`src/rtl/lcd_spi_rx.sv`:
```
// lcd_spi_rx: receive-side decoder for the sda/scl/cs/rs serial LCD link.
// Oversamples the link, deserialises bytes, tracks CASET/RASET/RAMWR, emits RGB565 pixels.
//
// Ports:
//   clk, reset          system clock, async active-high reset
//   scl, sda, cs, rs    raw serial link (cs active-low, rs 1 = data byte)
//   byte_valid/byte_out/byte_is_data   completed byte and its rs value
//   pix_valid/pix_r/pix_g/pix_b/pix_x/pix_y   decoded pixel and screen position
//   frame_start         pulse when RAMWR is accepted
//   framing_err         pulse when cs rises on a partial byte
module lcd_spi_rx #(
  parameter int WIDTH  = 160,
  parameter int HEIGHT = 128
) (
  input  logic       clk,
  input  logic       reset,
  input  logic       scl,
  input  logic       sda,
  input  logic       cs,
  input  logic       rs,
  output logic       byte_valid,
  output logic [7:0] byte_out,
  output logic       byte_is_data,
  output logic       pix_valid,
  output logic [4:0] pix_r,
  output logic [5:0] pix_g,
  output logic [4:0] pix_b,
  output logic [7:0] pix_x,
  output logic [6:0] pix_y,
  output logic       frame_start,
  output logic       framing_err
);

  typedef enum logic [2:0] {
    IDLE, CASET, RASET, RAMWR_HI, RAMWR_LO
  } state_t;

  // Two-flop synchronisers
  logic [1:0] scl_s_q, scl_s_d;
  logic [1:0] sda_s_q, sda_s_d;
  logic [1:0] rs_s_q, rs_s_d;
  logic [1:0] cs_s_q, cs_s_d;
  logic       scl_p_q, scl_p_d;

  // Registered edge stage: edge flag plus the synced
  // inputs that belong to it, kept aligned.
  logic rise_q, rise_d;
  logic sda_e_q, sda_e_d;
  logic rs_e_q, rs_e_d;
  logic cs_e_q, cs_e_d;

  logic [7:0] shift_q, shift_d;
  logic [2:0] cnt_q, cnt_d;
  logic       byte_valid_q, byte_valid_d;
  logic [7:0] byte_out_q, byte_out_d;
  logic       byte_is_data_q, byte_is_data_d;
  logic       framing_err_q, framing_err_d;

  state_t     state_q, state_d;
  logic [1:0] pidx_q, pidx_d;
  logic [7:0] par_q, par_d;
  logic [7:0] hi_q, hi_d;
  logic [7:0] xs_q, xs_d, xe_q, xe_d;
  logic [6:0] ys_q, ys_d, ye_q, ye_d;
  logic [7:0] cx_q, cx_d;
  logic [6:0] cy_q, cy_d;

  logic       pix_valid_q, pix_valid_d;
  logic [4:0] pix_r_q, pix_r_d;
  logic [5:0] pix_g_q, pix_g_d;
  logic [4:0] pix_b_q, pix_b_d;
  logic [7:0] pix_x_q, pix_x_d;
  logic [6:0] pix_y_q, pix_y_d;
  logic       frame_start_q, frame_start_d;

  logic ev;
  logic is_cmd;

  assign ev     = byte_valid_q;
  assign is_cmd = ~byte_is_data_q;

  // Front end: sync, edge detect, shift register
  always_comb begin
    scl_s_d = {scl_s_q[0], scl};
    sda_s_d = {sda_s_q[0], sda};
    rs_s_d  = {rs_s_q[0], rs};
    cs_s_d  = {cs_s_q[0], cs};
    scl_p_d = scl_s_q[1];
    rise_d  = scl_s_q[1] & ~scl_p_q;
    sda_e_d = sda_s_q[1];
    rs_e_d  = rs_s_q[1];
    cs_e_d  = cs_s_q[1];

    shift_d        = shift_q;
    cnt_d          = cnt_q;
    byte_valid_d   = 1'b0;
    byte_out_d     = byte_out_q;
    byte_is_data_d = byte_is_data_q;
    framing_err_d  = 1'b0;

    // Deselect wins over a coincident scl edge
    if (cs_e_q) begin
      cnt_d         = 3'd0;
      framing_err_d = (cnt_q != 3'd0);
    end else if (rise_q) begin
      shift_d = {shift_q[6:0], sda_e_q};
      cnt_d   = cnt_q + 3'd1;
      if (cnt_q == 3'd7) begin
        byte_valid_d   = 1'b1;
        byte_out_d     = {shift_q[6:0], sda_e_q};
        byte_is_data_d = rs_e_q;
      end
    end
  end

  // State register
  always_ff @(posedge clk or posedge reset) begin
    if (reset) begin
      state_q <= IDLE;
      pidx_q  <= 2'd0;
    end else begin
      state_q <= state_d;
      pidx_q  <= pidx_d;
    end
  end

  // Next-state logic, one step per completed byte
  always_comb begin
    state_d = state_q;
    pidx_d  = pidx_q;
    if (ev) begin
      if (is_cmd) begin
        pidx_d = 2'd0;
        unique case (1'b1)
          byte_out_q == 8'h2A: state_d = CASET;
          byte_out_q == 8'h2B: state_d = RASET;
          byte_out_q == 8'h2C: state_d = RAMWR_HI;
          default:             state_d = IDLE;
        endcase
      end else begin
        case (state_q)
          CASET, RASET: begin
            pidx_d = pidx_q + 2'd1;
            if (pidx_q == 2'd3) state_d = IDLE;
          end
          RAMWR_HI: state_d = RAMWR_LO;
          RAMWR_LO: state_d = RAMWR_HI;
          default:  state_d = state_q;
        endcase
      end
    end
  end

  // Outputs, window and cursor
  always_comb begin
    par_d         = par_q;
    hi_d          = hi_q;
    xs_d          = xs_q;
    xe_d          = xe_q;
    ys_d          = ys_q;
    ye_d          = ye_q;
    cx_d          = cx_q;
    cy_d          = cy_q;
    pix_valid_d   = 1'b0;
    pix_r_d       = pix_r_q;
    pix_g_d       = pix_g_q;
    pix_b_d       = pix_b_q;
    pix_x_d       = pix_x_q;
    pix_y_d       = pix_y_q;
    frame_start_d = 1'b0;

    if (ev && is_cmd && byte_out_q == 8'h2C) begin
      cx_d          = xs_q;
      cy_d          = ys_q;
      frame_start_d = 1'b1;
    end

    if (ev && !is_cmd) begin
      case (state_q)
        CASET: begin
          if (pidx_q == 2'd1) par_d = byte_out_q;
          if (pidx_q == 2'd3) begin
            xs_d = par_q;
            xe_d = byte_out_q;
          end
        end
        RASET: begin
          if (pidx_q == 2'd1) par_d = byte_out_q;
          if (pidx_q == 2'd3) begin
            ys_d = par_q[6:0];
            ye_d = byte_out_q[6:0];
          end
        end
        RAMWR_HI: hi_d = byte_out_q;
        RAMWR_LO: begin
          pix_valid_d = 1'b1;
          pix_r_d     = hi_q[7:3];
          pix_g_d     = {hi_q[2:0], byte_out_q[7:5]};
          pix_b_d     = byte_out_q[4:0];
          pix_x_d     = cx_q;
          pix_y_d     = cy_q;
          // Only equality ends a row, so xs>xe runs until wrap
          if (cx_q == xe_q) begin
            cx_d = xs_q;
            cy_d = (cy_q == ye_q) ? ys_q : cy_q + 7'd1;
          end else begin
            cx_d = cx_q + 8'd1;
          end
        end
        default: ;
      endcase
    end
  end

  always_ff @(posedge clk or posedge reset) begin
    if (reset) begin
      scl_s_q        <= 2'b00;
      sda_s_q        <= 2'b00;
      rs_s_q         <= 2'b00;
      cs_s_q         <= 2'b11;
      scl_p_q        <= 1'b0;
      rise_q         <= 1'b0;
      sda_e_q        <= 1'b0;
      rs_e_q         <= 1'b0;
      cs_e_q         <= 1'b1;
      shift_q        <= 8'd0;
      cnt_q          <= 3'd0;
      byte_valid_q   <= 1'b0;
      byte_out_q     <= 8'd0;
      byte_is_data_q <= 1'b0;
      framing_err_q  <= 1'b0;
      par_q          <= 8'd0;
      hi_q           <= 8'd0;
      xs_q           <= 8'd0;
      xe_q           <= 8'(WIDTH - 1);
      ys_q           <= 7'd0;
      ye_q           <= 7'(HEIGHT - 1);
      cx_q           <= 8'd0;
      cy_q           <= 7'd0;
      pix_valid_q    <= 1'b0;
      pix_r_q        <= 5'd0;
      pix_g_q        <= 6'd0;
      pix_b_q        <= 5'd0;
      pix_x_q        <= 8'd0;
      pix_y_q        <= 7'd0;
      frame_start_q  <= 1'b0;
    end else begin
      scl_s_q        <= scl_s_d;
      sda_s_q        <= sda_s_d;
      rs_s_q         <= rs_s_d;
      cs_s_q         <= cs_s_d;
      scl_p_q        <= scl_p_d;
      rise_q         <= rise_d;
      sda_e_q        <= sda_e_d;
      rs_e_q         <= rs_e_d;
      cs_e_q         <= cs_e_d;
      shift_q        <= shift_d;
      cnt_q          <= cnt_d;
      byte_valid_q   <= byte_valid_d;
      byte_out_q     <= byte_out_d;
      byte_is_data_q <= byte_is_data_d;
      framing_err_q  <= framing_err_d;
      par_q          <= par_d;
      hi_q           <= hi_d;
      xs_q           <= xs_d;
      xe_q           <= xe_d;
      ys_q           <= ys_d;
      ye_q           <= ye_d;
      cx_q           <= cx_d;
      cy_q           <= cy_d;
      pix_valid_q    <= pix_valid_d;
      pix_r_q        <= pix_r_d;
      pix_g_q        <= pix_g_d;
      pix_b_q        <= pix_b_d;
      pix_x_q        <= pix_x_d;
      pix_y_q        <= pix_y_d;
      frame_start_q  <= frame_start_d;
    end
  end

  assign byte_valid   = byte_valid_q;
  assign byte_out     = byte_out_q;
  assign byte_is_data = byte_is_data_q;
  assign pix_valid    = pix_valid_q;
  assign pix_r        = pix_r_q;
  assign pix_g        = pix_g_q;
  assign pix_b        = pix_b_q;
  assign pix_x        = pix_x_q;
  assign pix_y        = pix_y_q;
  assign frame_start  = frame_start_q;
  assign framing_err  = framing_err_q;

endmodule

```
`config.mk`:
```
export PLATFORM = sky130hd
export DESIGN_NAME = lcd_spi_rx
export DESIGN_NICKNAME = d
export VERILOG_FILES = /design/src/rtl/lcd_spi_rx.sv
export SDC_FILE = /design/constraint.sdc
export NUM_CORES = 1
export LEC_CHECK = 0
export BUFFER_PORTS_ARGS = -buffer_cell sky130_fd_sc_hd__buf_4
export CAP_MARGIN = 0
export CORE_MARGIN = 1
export CORE_UTILIZATION = 45
export DETAILED_ROUTE_END_ITERATION = 10
export PLACE_DENSITY = 0.7
export SLEW_MARGIN = 20
export SYNTH_ARGS = -nofsm -noshare
export SYNTH_HDL_FRONTEND = slang
export SYNTH_SLANG_ARGS = --single-unit
```
`constraint.sdc`:
```
create_clock -name clk -period 5 [get_ports clk]
set_input_delay 0.5 -clock clk [delete_from_list [all_inputs] [get_ports clk]]
set_output_delay 0.5 -clock clk [all_outputs]
set_load 0.005 [all_outputs]
```
==> results of run 1 <==
## path summary, 6_finish.rpt
path | from | to | slack, ns
worst max-delay path | state_q[2]$_DFFE_PP0P_ | cy_q[2]$_DFF_PP0_ | 2.13
worst min-delay path | scl | scl_s_q[0]$_DFF_PP0_ | 0.19
worst max register to register | state_q[2]$_DFFE_PP0P_ | cy_q[2]$_DFF_PP0_ | 2.13
worst min register to register | sda_s_q[1]$_DFF_PP0_ | sda_e_q$_DFF_PP0_ | 0.35
max in group asynchronous | reset | pix_y[6]$_DFFE_PP0P_ | 3.30
min in group asynchronous | reset | sda_s_q[0]$_DFF_PP0_ | 0.54
## cells in the final DEF, fill, tap and decap left out, types with 5 or more instances in the layout
master     synthesis  final
nand2_1          135    135
dfrtp_1          117    117
buf_4              0     52
mux2_2            50     50
o21ai_0           18     18
clkbuf_16          0     17
dfstp_2           16     16
nor2_1            14     14
inv_1             13     12
xor2_1            11     11
a211oi_1           8      8
xnor2_1            7      7
a21oi_1            7      7
nand3_1            7      7
and3_1             7      7
ha_1               7      7
nor2b_1            5      5
## layer usage
layer  vias to the layer above  share of wire (%)  track usage [%]  wire length [um]
met5                         -                  0                0                 0
met4                         0                1.2             7.89               135
met3                        10                4.5             5.37               514
met2                        80                 50             31.4              5630
met1                      1887                 45             24.4              5070
li1                       1785                  -                -                 -
## worst reg2reg max path, delay by kind of cell (launching register included)
family          cells  cell delay (ns)
compound gates      1             0.23
buf+inv             2             0.78
flops               1             0.52
simple gates        4             1.23
## area by class of cell
cell class / count / area, um2
tap: 168 / 210
clock buffer: 23 / 488
timing repair buffer: 53 / 400
clock inverter: 9 / 148
fill: 996 / 5290
inverter: 15 / 58.8
multi-input combinational: 329 / 2120
sequential: 133 / 3350
## logic make-up (layout without fill, tap and decap cells)
| family | count (synthesis) | count (layout) | share of synthesized area [%] |
|---|---|---|---|
| compound gates | 59 | 59 | 6.99 |
| xor+xnor | 18 | 18 | 2.81 |
| fa+ha+maj | 7 | 7 | 1.56 |
| buf+inv | 35 | 100 | 2.50 |
| flops | 133 | 133 | 59.7 |
| mux | 53 | 53 | 10.6 |
| simple gates | 192 | 192 | 15.8 |
## power by group through the flow
stage / combinational [uW] / sequential (uW) / clock, uW
6_report: 54.5 / 1130 / 1310
5_1_grt: 61.9 / 1130 / 1390
4_1_cts: 57.1 / 1130 / 1340
3_5_place_dp: 56.6 / 1150 / 0
3_3_place_gp: 53.0 / 1140 / 0
2_1_floorplan: 42.2 / 1140 / 0
## timing repair
item,CTS,global route
hold endpoints to repair,9,0
hold buffers,1,0
gates resized for setup,0,0
setup endpoints to repair,0,0
## per-stage QoR
step | worst slack [ns] | std cells | cell area (um2) | util, % | power [uW]
6_report | 2.13 | 730 | 6770 | 56.1 | 2490
5_1_grt | 1.88 | 730 | 6770 | 56.1 | 2580
4_1_cts | 2.11 | 730 | 6770 | 56.1 | 2520
3_5_place_dp | 2.12 | 697 | 6130 | 50.8 | 1200
3_3_place_gp | 2.29 | 697 | 6130 | 50.8 | 1200
2_1_floorplan | 0.972 | 497 | 5610 | - | 1180
## registers in the layout, summed over array words and instances (netlist names), 7 cells and up
| signal | flops |
|---|---|
| byte_out | 8 |
| xe_q | 8 |
| pix_x | 8 |
| shift_q | 7 |
| hi_q | 8 |
| xs_q | 8 |
| ys_q | 7 |
| cy_q | 7 |
| par_q | 8 |
| pix_y | 7 |
| cx_q | 8 |
| ye_q | 7 |
==> flow_summary.rst, run 1 <==
.. list-table::
   :header-rows: 1

   * - Metric
     - Value
   * - FF-to-FF path depth
     - 7
   * - Die Outline Area
     - 12900 um2
   * - Path category of the worst min-delay check
     - input pin to flop
   * - Synth top cells by count
     - nand2_1 (135), dfrtp_1 (117), mux2_2 (50)
   * - I/O pin count
     - 50
   * - Nets
     - 562
   * - Min Hold Slack
     - 0.186 ns
   * - Number of global-route vias before repair
     - 3816
   * - Achievable clock frequency
     - 348 MHz
   * - Final estimated routing congestion in global placement
     - 0.838
   * - Power per cell area
     - 368 nW/um2
   * - Longest Clk Path Bufs
     - 2
   * - Effective utilization at floorplan
     - 46.5%
   * - Slowest-stage cell, CP
     - dfrtp_1
   * - Setup crit start kind
     - flop
   * - Post-synthesis sequential element count
     - 133
   * - Inserted Diodes
     - 0
   * - Average detailed-routed wire length per instance
     - 15.5 um
   * - Share of the synthesized area in the top cell type
     - 52.2%
   * - Most common cell in the netlist
     - nand2_1
   * - Maximum number of pins on one net before global-route repair
     - 78
   * - Synthesized area
     - 5610 um2
   * - Post-route fraction of the period consumed by the critical path
     - 57.4%
   * - Data required time of the worst path
     - 5.29 ns
   * - Slew at the pin closest to its max-slew limit
     - 0.951 ns
   * - Post-synth net total
     - 510
   * - Final-report max-slew violation count
     - 0
   * - Sw power
     - 475 uW
   * - Worst setup path category
     - flop to flop
   * - Inserted Clock Buffers
     - 17
   * - Number of maximum-capacitance violations
     - 0
   * - Worst-path fanout max
     - 38
   * - Overall via count from detail_route
     - 3762
   * - Buffer and inverter count on the worst path
     - 2
   * - Number of core rows
     - 40
   * - Total gr overflow
     - 0
   * - Root Driver
     - clkbuf_16
   * - Remaining max-slew budget at the tightest pin
     - 36.6%
   * - Count of cell instances traversed by the critical path
     - 7
   * - Die H
     - 114 um
   * - Clock network power share
     - 52.5%
   * - Async set-or-reset flop fraction in the synthesized netlist
     - 100%
   * - HPWL after detailed placement
     - 7.70 mm
   * - Number of sinks on the clock net
     - 133
   * - Setup repair after global routing missed its margin
     - false
   * - Distinct cell type count after synthesis
     - 50
   * - Cell taking the most area after synthesis
     - dfrtp_1
   * - Worst hold stages
     - 1
   * - CTS H-tree lvls
     - 4
   * - Routed Antenna Nets
     - 0
   * - Total of endpoints with negative setup slack in the final report
     - 0
   * - Number of warnings printed during yosys synthesis
     - 0
   * - Clock slew seen by the registers of the worst setup and hold paths
     - 0.05 ns
   * - Area growth, synth to finish
     - 20.8%
   * - Routed wire length
     - 11.3 mm
   * - Proportion of layout cells with a drive suffix above 1
     - 29.0%
   * - Synthesized area divided by synthesized cell count
     - 11.3 um2
   * - Max stage delay on crit path
     - 0.52 ns
   * - Time the final worst path needs with I/O delays and setup
     - 2.87 ns
   * - Clock tree from TritonCTS
     - yes
   * - Total setup buffers inserted after CTS
     - 0
   * - Proportion of total power due to net switching
     - 19.1%
   * - Cell-by-cell listing of the critical path
     - nor3b_2 > nand3_1 > buf_4 > inv_2 > nand3_1 > and3_1 > a211o_1
   * - Die extent in x
     - 114 um
   * - DRC violation count after routing
     - 0
   * - Worst clock skew
     - 0.0106 ns
   * - Clock latency at the later pin of the worst-skew pair
     - 0.42 ns
   * - Maximum ir drop on the vdd rail
     - 0.255 mV
   * - Core area
     - 12100 um2
   * - Count of input and output buffers
     - 49
   * - Global-route wire length before repair
     - 19.0 mm
   * - Largest delay contributor family on the critical path
     - simple AND/OR/NAND/NOR gates
   * - Sum Neg Setup Slack
     - 0 ns
   * - Seq/Total Area, Yosys
     - 59.7%
   * - Sequential cell fraction of total power
     - 45.3%
   * - Critical Path End Type
     - flop
   * - CP dominant cell by count
     - nand3_1
   * - Detailed Routing Iterations Pass 1
     - 5
   * - Lkg Pwr
     - 0.00345 uW
   * - Mapped Cells
     - 497
   * - Combinational share of power
     - 2.2%
   * - Global Route Usage Sum
     - 19.3%
   * - First-iteration detailed-routing DRC count
     - 150
   * - Antenna violations before repair
     - 0
   * - Run status
     - completed
   * - Critical Path AT
     - 3.17 ns
   * - Leading cell types by total area after synthesis
     - dfrtp_1 (52%), mux2_2 (10%), nand2_1 (9.0%)
   * - Cell Int Power
     - 2020 uW
   * - Most used flip-flop cell after synthesis
     - dfrtp_1
   * - Via count normalized by instance count
     - 5.15
   * - Fin. Hold Viols
     - 0
   * - Number of synthesized flops with an enable pin
     - 0
Note: power is estimated with default switching activity, not from simulation.
==> inputs of run 2 (changes only) <==
--- a/config.mk
+++ b/config.mk
@@ -5,12 +5,13 @@
 export SDC_FILE = /design/constraint.sdc
 export NUM_CORES = 1
 export LEC_CHECK = 0
+export ABC_AREA = 1
 export BUFFER_PORTS_ARGS = -buffer_cell sky130_fd_sc_hd__buf_4
 export CAP_MARGIN = 0
 export CORE_MARGIN = 1
 export CORE_UTILIZATION = 45
 export DETAILED_ROUTE_END_ITERATION = 10
-export PLACE_DENSITY = 0.7
+export PLACE_DENSITY = 0.72
 export SLEW_MARGIN = 20
 export SYNTH_ARGS = -nofsm -noshare
 export SYNTH_HDL_FRONTEND = slang
==> constraint.sdc (replaced) <==
create_clock -name clk -period 2.43 [get_ports clk]
set_input_delay 0.243 -clock clk [delete_from_list [all_inputs] [get_ports clk]]
set_output_delay 0.243 -clock clk [all_outputs]
set_load 0.005 [all_outputs]
==> run 2 against run 1 <==
Routed wire length is 18% higher. Highest routed layer unchanged. Power is 100% higher. Die area is 5.1% higher. Flip-flop and latch count stayed put. Register-to-register slack worse by 1.5 ns. Clock-buffer cell count is 2 lower. Non-clock buffer count is 9 higher. Design area is 5.4% higher. Critical path type unchanged. Largest power group unchanged. Cell count is 26% higher. Critical path depth is 1 higher.
==> flow_summary.rst, run 2 <==
.. list-table::
   :header-rows: 1

   * - Metric
     - Value
   * - Run status
     - completed
   * - Xor and xnor area share after synthesis
     - 1.63% (-1.2 points)
   * - Maximum number of pins on one net before global-route repair
     - 40 (-49%)
   * - Most used flip-flop cell after synthesis
     - dfrtp_1
   * - Commonest non-fill, non-tap cell in the layout
     - nand2_1
   * - Number of core rows
     - 41 (+2.5%)
   * - Critical Path AT
     - 2.13 ns (-1.04 ns)
   * - Die H
     - 116 um (+2.5%)
   * - Largest family of logic cells by synthesized area
     - simple AND/OR/NAND/NOR gates
   * - Critical Path End Type
     - flop
   * - Antenna violations before repair
     - 0 (unchanged)
   * - Largest delay contributor family on the critical path
     - simple AND/OR/NAND/NOR gates
   * - Max stage delay on crit path
     - 0.39 ns (-0.13 ns)
   * - Sum Neg Setup Slack
     - 0 ns (unchanged)
   * - Slowest-stage cell, CP
     - dfrtp_1
   * - Routed Antenna Nets
     - 0 (unchanged)
   * - Number of sinks on the clock net
     - 133 (unchanged)
   * - Worst clock skew
     - 0.00771 ns (-0.00288 ns)
   * - Post-synth net total
     - 687 (+35%)
   * - Final-report max-slew violation count
     - 0 (unchanged)
   * - Share of the synthesized area in the top cell type
     - 49.7% (-2.6 points)
   * - Cell-by-cell listing of the critical path
     - inv_1 > nand2_2 > nor2_4 > nand2_2 > nor2_8 > nand3_2 > o21ai_0 > nor2_1
   * - Routed wire length
     - 13.4 mm (+18%)
   * - Mapped Cells
     - 674 (+36%)
   * - Inserted Clock Buffers
     - 17 (unchanged)
   * - Most common cell in the netlist
     - nand2_1
   * - Proportion of layout cells with a drive suffix above 1
     - 17.5% (-11 points)
   * - Power per cell area
     - 708 nW/um2 (+92%)
   * - CTS H-tree lvls
     - 4 (unchanged)
   * - Detailed Routing Iterations Pass 1
     - 5 (unchanged)
   * - Compound-cell area share of the yosys netlist
     - 9.66% (+2.7 points)
   * - Clock latency at the later pin of the worst-skew pair
     - 0.42 ns (about the same)
   * - Area growth, synth to finish
     - 21.0%
   * - Effective utilization at floorplan
     - 46.3% (-0.14 points)
   * - Number of synthesized flops with an enable pin
     - 0 (unchanged)
   * - Maximum ir drop on the vdd rail
     - 0.601 mV (+140%)
   * - PnR Total Power
     - 5050 uW (+100%)
   * - HPWL after detailed placement
     - 9.17 mm (+19%)
   * - Total setup buffers inserted after CTS
     - 0 (unchanged)
   * - Root Driver
     - clkbuf_16
   * - Fin. Hold Viols
     - 0 (unchanged)
   * - Count of input and output buffers
     - 49 (unchanged)
   * - Total of endpoints with negative setup slack in the final report
     - 0 (unchanged)
   * - CTS-repair resized insts
     - 0 (unchanged)
   * - Multiplexer fraction of the synthesized cell area
     - 0.191% (-10 points)
   * - Number of global-route vias before repair
     - 4561 (+20%)
   * - Leading cell types by total area after synthesis
     - dfrtp_1 (50%), nand2_1 (15%), dfstp_2 (7.1%)
   * - Path category of the worst min-delay check
     - flop to flop
   * - R2R setup slack
     - 0.60 ns (-1.53 ns)
   * - Distinct cell type count after synthesis
     - 35 (-30%)
   * - Cell taking the most area after synthesis
     - dfrtp_1
   * - Setup repair after global routing missed its margin
     - false
   * - Async set-or-reset flop fraction in the synthesized netlist
     - 100% (unchanged)
   * - Synth top cells by count
     - nand2_1 (230), dfrtp_1 (117), o21ai_0 (75)
   * - Lkg Pwr
     - 0.00342 uW (-0.94%)
   * - Number of warnings printed during yosys synthesis
     - 0 (unchanged)
   * - Clock tree from TritonCTS
     - yes
   * - Time the final worst path needs with I/O delays and setup
     - 1.83 ns (-1.04 ns)
   * - Global Route Usage Sum
     - 21.9% (+2.6 points)
   * - Data required time of the worst path
     - 2.74 ns (-2.55 ns)
   * - Average detailed-routed wire length per instance
     - 14.6 um (-6.2%)
   * - Achievable clock frequency
     - 547 MHz (+57%)
   * - Worst-path fanout max
     - 12 (-68%)
   * - Global-route wire length before repair
     - 22.0 mm (+16%)
   * - Synthesized area divided by synthesized cell count
     - 8.75 um2 (-22%)
   * - Die Outline Area
     - 13600 um2 (+5.1%)
   * - Synthesized area
     - 5900 um2 (+5.2%)
   * - Post-route fraction of the period consumed by the critical path
     - 75.2% (+18 points)
   * - Number of maximum-capacitance violations
     - 0 (unchanged)
   * - Via count normalized by instance count
     - 5.06 (-1.8%)
   * - Fraction of the mapped netlist area in adder cells
     - 1.49% (-0.077 points)
   * - DRC violation count after routing
     - 0 (unchanged)
   * - Remaining max-slew budget at the tightest pin
     - 47.8% (+11 points)
   * - Clock slew seen by the registers of the worst setup and hold paths
     - 0.06 ns (about the same)
   * - Final estimated routing congestion in global placement
     - 0.804 (-4.0%)
   * - Total gr overflow
     - 0 (unchanged)
   * - Die extent in x
     - 116 um (+2.5%)
   * - Inserted Diodes
     - 0 (unchanged)
   * - Nets
     - 747 (+33%)
   * - CP dominant cell by count
     - nand2_2
   * - Post-synthesis sequential element count
     - 133 (unchanged)
   * - Seq/Total Area, Yosys
     - 56.8% (-2.9 points)
   * - Slew at the pin closest to its max-slew limit
     - 0.781 ns (-0.170 ns)
   * - First-iteration detailed-routing DRC count
     - 336 (+120%)
   * - Number of hold buffers added after cts
     - 5 (+4)
   * - Longest Clk Path Bufs
     - 2 (unchanged)
   * - Core area
     - 12700 um2 (+5.5%)
   * - Overall via count from detail_route
     - 4653 (+24%)
   * - Buffer and inverter count on the worst path
     - 1 (-1)
   * - Final standard cell utilization of the core
     - 56.1% (-0.063 points)
   * - Commonest non-fill, non-tap cells in the layout
     - nand2_1 (230), dfrtp_1 (117), o21ai_0 (75)
   * - Setup crit start kind
     - flop
   * - Min Hold Slack
     - 0.346 ns (+0.160 ns)
   * - I/O pin count
     - 50 (unchanged)
   * - Worst setup path category
     - flop to flop
   * - Synth Area in Simple Gates
     - 23.5% (+7.7 points)
==> run 2: cell types whose count changed after synthesis, sizes merged, moves of 6 or more <==
cell	delta
nor2	+19
mux2	-50
and3	-7
a211oi	-8
nand2	+98
nand3	+34
o21ai	+78
buf	+6
inv	+57
==> run 2: logic make-up after synthesis <==
kind of cell    after synthesis
simple gates                321
flops                       133
compound gates              108
buf+inv                      93
xor+xnor                     11
fa+ha+maj                     7
mux                           1
==> run 2: metrics by stage <==
step	worst slack, ns	area (um2)	cells
after global placement	0.717	6450	882
after CTS	0.617	7130	919
after detailed placement	0.647	6450	882
final	0.602	7130	919
after floorplan	0.549	5900	674
after global routing	0.431	7130	919
==> run 2: cell type report <==
type	instances	area (um2)
Inverter	72	277
Clock buffer	21	480
Tap cell	172	215
Multi-Input combinational cell	448	2150
Timing Repair Buffer	62	515
Sequential cell	133	3350
Fill cell	1131	5590
Clock inverter	11	149
==> run 2: worst paths after layout <==
kind | startpoint | cells past startpoint | endpoint
worst max-delay path | state_q[1]$_DFFE_PP0P_ | 8 | cx_q[0]$_DFF_PP0_
worst min-delay path | sda_s_q[1]$_DFF_PP0_ | 0 | sda_e_q$_DFF_PP0_
worst max register to register | state_q[1]$_DFFE_PP0P_ | 8 | cx_q[0]$_DFF_PP0_
worst min register to register | sda_s_q[1]$_DFF_PP0_ | 0 | sda_e_q$_DFF_PP0_
max in group asynchronous | reset | 4 | xe_q[1]$_DFFE_PP1P_
min in group asynchronous | reset | 3 | pix_r[3]$_DFFE_PP0P_
==> run 2: power breakdown <==
part           switching [uW]  internal, uW  leakage (uW)
sequential               19.0          2260       0.00177
combinational            73.0          35.9       0.00135
clock                     942          1720      0.000301
==> run 2: metal layers <==
metal | routed length (um) | vias to the layer above | share of wire [%] | GRT usage [%]
met4 | 274 | 0 | 2.0 | 8.80
met3 | 882 | 29 | 6.6 | 6.80
li1 | - | 2257 | - | -
met2 | 6490 | 142 | 48 | 35.9
met5 | 0 | - | 0 | 0
met1 | 5750 | 2225 | 43 | 26.9
